$ cat src/rtl/wb_queue.sv
// Write-back queue: circular FIFO of {dst, data} register-file writes with pending lookup.
// Optional forwarding of youngest matching data enabled by macro WBQ_BYPASS_EN.
module wb_queue #(
    parameter int unsigned DEPTH = 4
) (
    input  logic                   CLK,
    input  logic                   RST,
    input  logic                   in_valid,
    output logic                   in_ready,
    input  logic [4:0]             in_dst,
    input  logic [31:0]            in_data,
    output logic                   wr_en,
    input  logic                   wr_ready,
    output logic [4:0]             wr_addr,
    output logic [31:0]            wr_data,
    input  logic [4:0]             rs,
    input  logic [4:0]             rt,
    output logic                   rs_pending,
    output logic                   rt_pending,
    output logic [31:0]            rs_fwd,
    output logic [31:0]            rt_fwd,
    output logic [$clog2(DEPTH):0] count,
    output logic                   full,
    output logic                   empty
);

    localparam int unsigned AW = $clog2(DEPTH);
    localparam int unsigned CW = AW + 1;

    typedef struct packed {
        logic [4:0]  dst;
        logic [31:0] data;
    } entry_t;

    logic [AW-1:0]    head_q, head_d;
    logic [AW-1:0]    tail_q, tail_d;
    logic [CW-1:0]    count_q, count_d;
    logic [DEPTH-1:0] valid_q, valid_d;
    entry_t           mem_q [DEPTH];

    logic push;
    logic pop;

    // Status and handshakes derive from registered count only.
    assign full     = (count_q == CW'(DEPTH));
    assign empty    = (count_q == CW'(0));
    assign count    = count_q;
    assign in_ready = !full;
    assign wr_en    = !empty;

    // Writes to r0 are acknowledged but never stored.
    assign push = in_valid && in_ready && (in_dst != 5'd0);
    assign pop  = wr_en && wr_ready;

    assign wr_addr = empty ? 5'd0  : mem_q[head_q].dst;
    assign wr_data = empty ? 32'd0 : mem_q[head_q].data;

    always_comb begin
        head_d  = head_q;
        tail_d  = tail_q;
        count_d = count_q;
        valid_d = valid_q;
        if (pop) begin
            valid_d[head_q] = 1'b0;
            head_d          = head_q + AW'(1);
        end
        if (push) begin
            valid_d[tail_q] = 1'b1;
            tail_d          = tail_q + AW'(1);
        end
        case ({push, pop})
            2'b10:   count_d = count_q + CW'(1);
            2'b01:   count_d = count_q - CW'(1);
            default: count_d = count_q;
        endcase
    end

    always_ff @(posedge CLK) begin
        if (RST) begin
            head_q  <= '0;
            tail_q  <= '0;
            count_q <= '0;
            valid_q <= '0;
        end else begin
            head_q  <= head_d;
            tail_q  <= tail_d;
            count_q <= count_d;
            valid_q <= valid_d;
        end
    end

    // Payload storage needs no reset; valid bits gate every use.
    always_ff @(posedge CLK) begin
        if (push && !RST) begin
            mem_q[tail_q].dst  <= in_dst;
            mem_q[tail_q].data <= in_data;
        end
    end

    // Pending lookup spans every valid entry, including a head being popped.
    always_comb begin
        rs_pending = 1'b0;
        rt_pending = 1'b0;
        for (int unsigned i = 0; i < DEPTH; i++) begin
            if (valid_q[AW'(i)] && (rs != 5'd0) && (mem_q[AW'(i)].dst == rs)) rs_pending = 1'b1;
            if (valid_q[AW'(i)] && (rt != 5'd0) && (mem_q[AW'(i)].dst == rt)) rt_pending = 1'b1;
        end
    end

`ifdef WBQ_BYPASS_EN
    // Walk oldest to youngest so the last match is the youngest producer.
    always_comb begin
        logic [AW-1:0] idx;
        idx    = head_q;
        rs_fwd = 32'd0;
        rt_fwd = 32'd0;
        for (int unsigned k = 0; k < DEPTH; k++) begin
            idx = head_q + AW'(k);
            if (valid_q[idx] && (rs != 5'd0) && (mem_q[idx].dst == rs)) rs_fwd = mem_q[idx].data;
            if (valid_q[idx] && (rt != 5'd0) && (mem_q[idx].dst == rt)) rt_fwd = mem_q[idx].data;
        end
    end
`else
    assign rs_fwd = 32'd0;
    assign rt_fwd = 32'd0;
`endif

endmodule

$ cat config.mk
export PLATFORM = sky130hd
export DESIGN_NAME = wb_queue
export DESIGN_NICKNAME = d
export VERILOG_FILES = /design/src/rtl/wb_queue.sv
export SDC_FILE = /design/constraint.sdc
export NUM_CORES = 1
export LEC_CHECK = 0
export ABC_CLOCK_PERIOD_IN_PS = 7500
export BUFFER_PORTS_ARGS = -buffer_cell sky130_fd_sc_hd__buf_2
export CAP_MARGIN = 30
export CORE_MARGIN = 10
export CORE_UTILIZATION = 45
export CTS_CLUSTER_DIAMETER = 150
export DETAILED_ROUTE_END_ITERATION = 7
export PLACE_DENSITY_LB_ADDON = 0.3
export SLEW_MARGIN = 20
export SYNTH_ARGS = -nofsm -noshare
export SYNTH_HDL_FRONTEND = slang
export SYNTH_SLANG_ARGS = --single-unit
export TNS_END_PERCENT = 10
$ cat constraint.sdc
create_clock -name CLK -period 7.5 [get_ports CLK]
set_clock_uncertainty 0.15 [all_clocks]
set_input_delay 0.75 -clock CLK [delete_from_list [all_inputs] [get_ports CLK]]
set_output_delay 0.75 -clock CLK [all_outputs]
set_load 0.02 [all_outputs]
==> results of run 1 <==
==> worst max-delay path by stage <==
stage,startpoint,endpoint,cells past startpoint,slack (ns)
6_report,register,wr_data[6],4,4.03
3_5_place_dp,in_dst[2],count[2],10,4.30
3_3_place_gp,register,wr_data[11],4,4.34
5_1_grt,register,wr_data[11],4,3.77
2_1_floorplan,in_dst[3],count[2],9,4.55
4_1_cts,register,wr_data[11],4,3.90
==> cells in the final DEF (no fill, tap or decap), types with 3 or more instances in the layout <==
cell	netlist	layout
sky130_fd_sc_hd__a21oi_1	3	3
sky130_fd_sc_hd__a22oi_1	4	4
sky130_fd_sc_hd__and2_1	41	37
sky130_fd_sc_hd__and2_2	0	4
sky130_fd_sc_hd__buf_12	0	3
sky130_fd_sc_hd__buf_2	2	96
sky130_fd_sc_hd__bufinv_16	0	4
sky130_fd_sc_hd__clkbuf_16	0	17
sky130_fd_sc_hd__clkinv_4	1	4
sky130_fd_sc_hd__conb_1	1	64
sky130_fd_sc_hd__dfxtp_1	13	11
sky130_fd_sc_hd__diode_2	0	3
sky130_fd_sc_hd__edfxtp_1	148	148
sky130_fd_sc_hd__ha_1	9	9
sky130_fd_sc_hd__inv_1	9	9
sky130_fd_sc_hd__mux4_2	37	37
sky130_fd_sc_hd__nand2_1	5	5
sky130_fd_sc_hd__nand3_1	13	13
sky130_fd_sc_hd__nor2_1	10	10
sky130_fd_sc_hd__nor4_1	8	8
sky130_fd_sc_hd__xnor2_1	10	10
sky130_fd_sc_hd__xor2_1	34	34
==> report_power, final <==
group	total (uW)	leakage [uW]	internal [uW]	switching, uW
Combinational	850	0.00135	339	511
Sequential	1100	0.00145	1040	59.0
Clock	887	0.000295	556	331
Total	2840	0.00310	1940	901
==> cells by family (layout without fill, tap and decap cells) <==
kind of cell,after synthesis,in the layout,share of synthesized area (%)
flip-flops,161,161,64.6
buffers and inverters,99,146,8.87
AND/OR/NAND/NOR,85,85,6.67
XOR/XNOR,44,44,5.29
multiplexers,37,37,11.4
AO/OA/AOI/OAI,12,12,1.25
adder cells (fa/ha/maj),10,10,1.82
other,1,67,0.0515
==> flip-flops by register name, indices dropped and copies added (netlist names), named ones only <==
register,flops
head_q,2
tail_q,2
count,3
valid_q,4
mem_q,148
==> area by class of cell <==
class	count	area (um^2)	share of cell area (%)
Tap cell	216	270	3.21
Inverter	11	46.3	0.549
Sequential cell	161	4710	55.8
Timing Repair Buffer	103	611	7.24
Clock inverter	14	188	2.23
Clock buffer	18	429	5.09
Antenna cell	3	7.51	0.0890
Multi-Input combinational cell	252	2170	25.8
==> layer usage <==
metal  GRT usage (%)  vias up
met3            6.05       12
li1                -     1731
met1            16.1     1907
met5               0        -
met2            22.7      150
met4            5.05        0
==> per-stage QoR <==
stage / instance area, um^2 / cells
after floorplan: 7520 / 512
after global placement: 7690 / 738
after detailed placement: 7810 / 743
after CTS: 8420 / 775
after global routing: 8430 / 776
final: 8430 / 778
==> critical path, cell delays in order (launching register included) <==
cell and delay, ns:
sky130_fd_sc_hd__dfxtp_2 0.74, sky130_fd_sc_hd__buf_4 0.50, sky130_fd_sc_hd__mux4_2 0.57, sky130_fd_sc_hd__and2_1 0.18, sky130_fd_sc_hd__buf_2 0.16
==> results.yml, run 1 <==
floorplanning:
  floorplan.die.width_um: 147
  fp.dieArea_um2: 21700
  die-height_um: 147
  placeableCoreArea_um2: 15900
  ports: 161
  initial_core_util_pct: 45.8
  rows: 46
synth:
  yosysWarningCount: 0
  synth_area_leaders: "sky130_fd_sc_hd__edfxtp_1 61%, sky130_fd_sc_hd__mux4_2 11%, sky130_fd_sc_hd__buf_4 6.7%"
  synth.top_cells.by_count: "148 x sky130_fd_sc_hd__edfxtp_1, 65 x sky130_fd_sc_hd__buf_4, 41 x sky130_fd_sc_hd__and2_1"
  synth_edf_count: 148
  synth_area_um2: 7280
  netlist.top_cell.by_area: "sky130_fd_sc_hd__edfxtp_1"
  ys_seq_elements: 161
  syn_area_per_cell_um2: 16.2
  synth_seq_area_share_pct: 64.6
  ys_dominant_reg_cell: "sky130_fd_sc_hd__edfxtp_1"
  synthDistinctLibCells: 31
  most_repeated_cell_in_the_gate_level_netlist_after_synthesis: "sky130_fd_sc_hd__edfxtp_1"
  post_synthesis_async_set_or_reset_flop_share_pct: 0
  post-synth-top-area-fraction_pct: 61.0
  post_synth_inst_count: 449
route:
  met2_wirelength_um: 7200
  drt.antenna.violating_nets: 0
  met1Wirelength_um: 6220
  post_drt_wl_per_cell_um: 19.2
  post-route-drc-count: 0
  drt-total-wl_um: 14900
  detailedRoute.firstIterationViolations: 259
  via_per_instance_ratio: 4.88
  top_layer_used: "met4"
  detailed_routing_iteration_count_for_the_pre_antenna_repair_pass: 4
  overall_via_count_from_detail_route: 3800
  met3WireLength_um: 1380
placement:
  post-dp-hpwl_um: 10300
  placement.io_buffers: 96
  place_congestion: 0.799
  pre_cts_slack_ns: 4.30
clock_network:
  ctsRootBufferMaster: "sky130_fd_sc_hd__clkbuf_16"
  numCtsBuffers: 17
  clk_pin_slew_ns: 0.06
  cts_htree_levels: 4
  post_cts.resized_instances: 0
  max-clock-path-buffers: 2
  postCtsSetupRepairBufs: 0
  cts_tree: "built"
  insertion_delay_ns: 0.40
  ctsHoldBuffers: 0
  clkSinkCount: 161
setup_path:
  critical_path.reg2reg.startpoint: "count[2]"
  worst_r2r_endpoint: "count[2]"
  required_ns: 6.60
  critical_path.max_fanout: 20
  critPathArrivalTime_ns: 2.57
  timing.reg2reg.setup_slack_ns: 4.81
  setup.worst_path.end_class: "primary output"
  ff2ff_path_depth: 10
  critPathLaunchType: "register"
  path_class: "reg -> out"
global_routing:
  antenna_violations_before_repair: 3
  grt_pass1_wl_um: 23600
  global_route.overflow_total: 0
  pin_count_of_the_biggest_net_entering_global_routing: 45
  number_of_global_route_vias_before_repair: 4284
  gr-usage-all-layers_pct: 14.0
timing:
  setup_total_negative_slack_ns: 0
  hold_viol_final: 0
  fmax_achieved_ghz: 0.288
  fin_crit_ns: 3.47
  min_period_over_period_pct: 46.3
  tightestPinTransition_ns: 0.633
  slew_headroom_pct: 57.8
  hold-worst-slack_ns: 0.367
  timing.final.max_slew_violations: 0
  total_of_endpoints_with_negative_setup_slack_in_the_final_report: 0
  post-route-worst-setup-slack_ns: 4.03
  rsz_0062_raised_after_global_routing: "false"
job:
  maxCapViolCount: 0
layout:
  final.fill_count: 1278
  area_growth_pct: 15.8
  fraction_of_final_layout_cells_with_drive_strength_greater_than_1_pct: 32.4
  finalNetCount: 607
  final_core_utilization_pct: 53.1
power_and_ir_drop:
  worst_ir_drop_vdd_mv: 0.187
  leakagePower_uw: 0.00310
  powerDensity_nw_per_um2: 337
  finalPower_uw: 2840
min_path:
  timing.hold.worst.class: "reg -> reg"
  beginning_of_the_worst_hold_path: "head_q[1]"
  timing.hold.worst_path_depth: 2
status:
  status: "complete, no violations"
(Power assumes the default switching activity.)
==> inputs of run 2 (changes only) <==
--- a/config.mk
+++ b/config.mk
@@ -5,7 +5,7 @@
 export SDC_FILE = /design/constraint.sdc
 export NUM_CORES = 1
 export LEC_CHECK = 0
-export ABC_CLOCK_PERIOD_IN_PS = 7500
+export ABC_CLOCK_PERIOD_IN_PS = 3100
 export BUFFER_PORTS_ARGS = -buffer_cell sky130_fd_sc_hd__buf_2
 export CAP_MARGIN = 30
 export CORE_MARGIN = 10
==> constraint.sdc (replaced) <==
create_clock -name CLK -period 3.1 [get_ports CLK]
set_clock_uncertainty 0.15 [all_clocks]
set_input_delay 0.31 -clock CLK [delete_from_list [all_inputs] [get_ports CLK]]
set_output_delay 0.31 -clock CLK [all_outputs]
set_load 0.02 [all_outputs]
==> run 2 against run 1 <==
Sequential share of layout area shrank 1.8 points. Clock-buffer cell count is the same. Worst setup slack lost 3.9 ns. Total power grew 130%. Core utilization grew 1.8 points. Register-to-register slack lost 4.1 ns. Non-clock buffer count grew 38. Clock power grew 100%. Global-route usage grew 0.18 points. Final cell count grew 4.5%. Largest power group unchanged. Die area is the same.
==> results.yml, run 2 (same netlist as run 1, synthesis figures left out) <==
status:
  status: "complete, no violations"
layout:
  largest_reg_by_ff_count: "mem_q"
  fraction_of_final_layout_cells_with_drive_strength_greater_than_1_pct: 30.3
  area_growth_pct: 19.7
  layout_common_cells: "148 x sky130_fd_sc_hd__edfxtp_1, 96 x sky130_fd_sc_hd__buf_2, 64 x sky130_fd_sc_hd__conb_1"
  most_common_library_cell_in_the_layout_ignoring_fill_and_taps: "sky130_fd_sc_hd__edfxtp_1"
  largest_register_ff_count: 148
  finalNetCount: 645
  antennaDiodeCount: 0
  design_area_final_um2: 8710
  final.fill_count: 1302
power_and_ir_drop:
  worst_ir_drop_vdd_mv: 0.554
  proportion_of_power_drawn_by_flip_flops_and_latches_pct: 39.6
  power.switching_fraction_pct: 33.1
  leakagePower_uw: 0.00322
  finalPower_uw: 6580
  switching_power_uw: 2180
  clkPwrFrac_pct: 27.5
  powerDensity_nw_per_um2: 755
  internal_power_uw: 4400
  power.share.combinational_pct: 32.9
timing:
  timing.final.max_slew_violations: 0
  setup_total_negative_slack_ns: 0
  min_period_over_period_pct: 94.9
  hold_viol_final: 0
  fmax_achieved_ghz: 0.340
  tightestPinTransition_ns: 0.711
  slew_headroom_pct: 52.6
  rsz_0062_raised_after_global_routing: "false"
  fin_crit_ns: 2.94
  total_of_endpoints_with_negative_setup_slack_in_the_final_report: 0
global_routing:
  grt_pass1_wl_um: 24100
  antenna_violations_before_repair: 0
  pin_count_of_the_biggest_net_entering_global_routing: 44
  global_route.overflow_total: 0
  gr-usage-all-layers_pct: 14.2
  number_of_global_route_vias_before_repair: 4390
placement:
  post_dp_cell_area_um2: 7820
  placement.io_buffers: 96
  post-dp-hpwl_um: 10700
  place_congestion: 0.820
setup_path:
  timing.reg2reg.setup_slack_ns: 0.68
  crit_buf_inv: 4
  setup.worst_path.end_class: "register"
  critPathLaunchType: "primary input"
  path_class: "in -> reg"
  path_delay_family: "simple AND/OR/NAND/NOR gates"
  critical_path.max_fanout: 7
  critical_path.slowest_cell: "sky130_fd_sc_hd__or4_4"
  critical-path-max-stage-delay_ns: 0.55
  required_ns: 3.28
  critPathArrivalTime_ns: 3.13
  cp_cell_sequence: "dlygate4sd3_1 -> buf_2 -> or4_4 -> o211a_4 -> clkinv_4 -> ha_1 -> inv_1 -> fa_1 -> xor2_1 -> or3_1 -> a21oi_1"
floorplanning:
  rows: 46
  fp.dieArea_um2: 21700
  initial_core_util_pct: 45.8
  ports: 161
  floorplan.die.width_um: 147
  placeableCoreArea_um2: 15900
  die-height_um: 147
clock_network:
  postCtsSetupRepairBufs: 0
  ctsRootBufferMaster: "sky130_fd_sc_hd__clkbuf_16"
  insertion_delay_ns: 0.40
  max-clock-path-buffers: 2
  clkSinkCount: 161
  cts_htree_levels: 4
  cts_tree: "built"
  numCtsBuffers: 17
  clk_pin_slew_ns: 0.06
route:
  drt-total-wl_um: 15300
  post-route-drc-count: 0
  detailedRoute.firstIterationViolations: 177
  detailed_routing_iteration_count_for_the_pre_antenna_repair_pass: 4
  via_per_instance_ratio: 4.91
  overall_via_count_from_detail_route: 3993
  drt.antenna.violating_nets: 0
  post_drt_wl_per_cell_um: 18.9
job:
  maxCapViolCount: 0
min_path:
  timing.hold.worst.class: "in -> reg"
## run 2: cell types whose count changed in the layout (fill, tap and decap cells not counted), sizes merged
cell | previous run | this run
diode | 3 | 0
bufinv | 4 | 0
buf | 103 | 104
clkinv | 8 | 11
clkinvlp | 2 | 3
dlygate4sd3 | 0 | 37
## run 2: path summary, 6_finish.rpt
check | start | end | cells after the start
max reg2reg | count[0] | mem_q[3][3] | 7
max | in_dst[3] | count[2] | 11
min | RST | tail_q[1] | 2
min reg2reg | head_q[1] | register | 2
## run 2: layout make-up
type | instances | area, um^2 | share of cell area, %
multi-input combinational | 252 | 2170 | 24.9
clock inverter | 14 | 92.6 | 1.06
timing repair buffer | 141 | 996 | 11.4
clock buffer | 18 | 429 | 4.92
inverter | 11 | 46.3 | 0.531
sequential | 161 | 4710 | 54.0
tap | 216 | 270 | 3.10
## run 2: stage by stage
| stage | instances | hold WS [ns] | utilization, % | setup slack [ns] |
|---|---|---|---|---|
| 3_3_place_gp | 740 | 0.347 | 48.6 | 0.375 |
| 5_1_grt | 813 | 0.101 | 54.9 | 0.107 |
| 6_report | 813 | 0.0984 | 54.9 | 0.158 |
| 3_5_place_dp | 744 | 0.371 | 49.2 | 0.322 |
| 2_1_floorplan | 512 | 0.222 | - | 0.348 |
| 4_1_cts | 813 | 0.0807 | 54.9 | 0.182 |
## run 2: layer usage
metal,vias up,global-route usage (%),wire length (um),share of wire (%)
li1,1801,-,-,-
met1,2023,16.7,6390,42
met2,165,23.5,7600,50
met3,4,5.80,1300,8.5
met4,0,3.62,48,0.31
met5,-,0,0,0
## run 2: power by group through the flow
| stage | sequential, uW | combinational, uW | clock (uW) |
|---|---|---|---|
| detailed placement | 2650 | 2170 | 0 |
| CTS | 2610 | 2230 | 1850 |
| global placement | 2640 | 2140 | 0 |
| finish | 2600 | 2160 | 1810 |
| global route | 2620 | 2360 | 1940 |
| floorplan | 2640 | 1560 | 0 |
## run 2: timing repair
item / 4_1_cts / 5_1_grt
endpoints found under the hold margin: 148 / 0
resized for setup: 0 / 0
hold buffers: 37 / 0
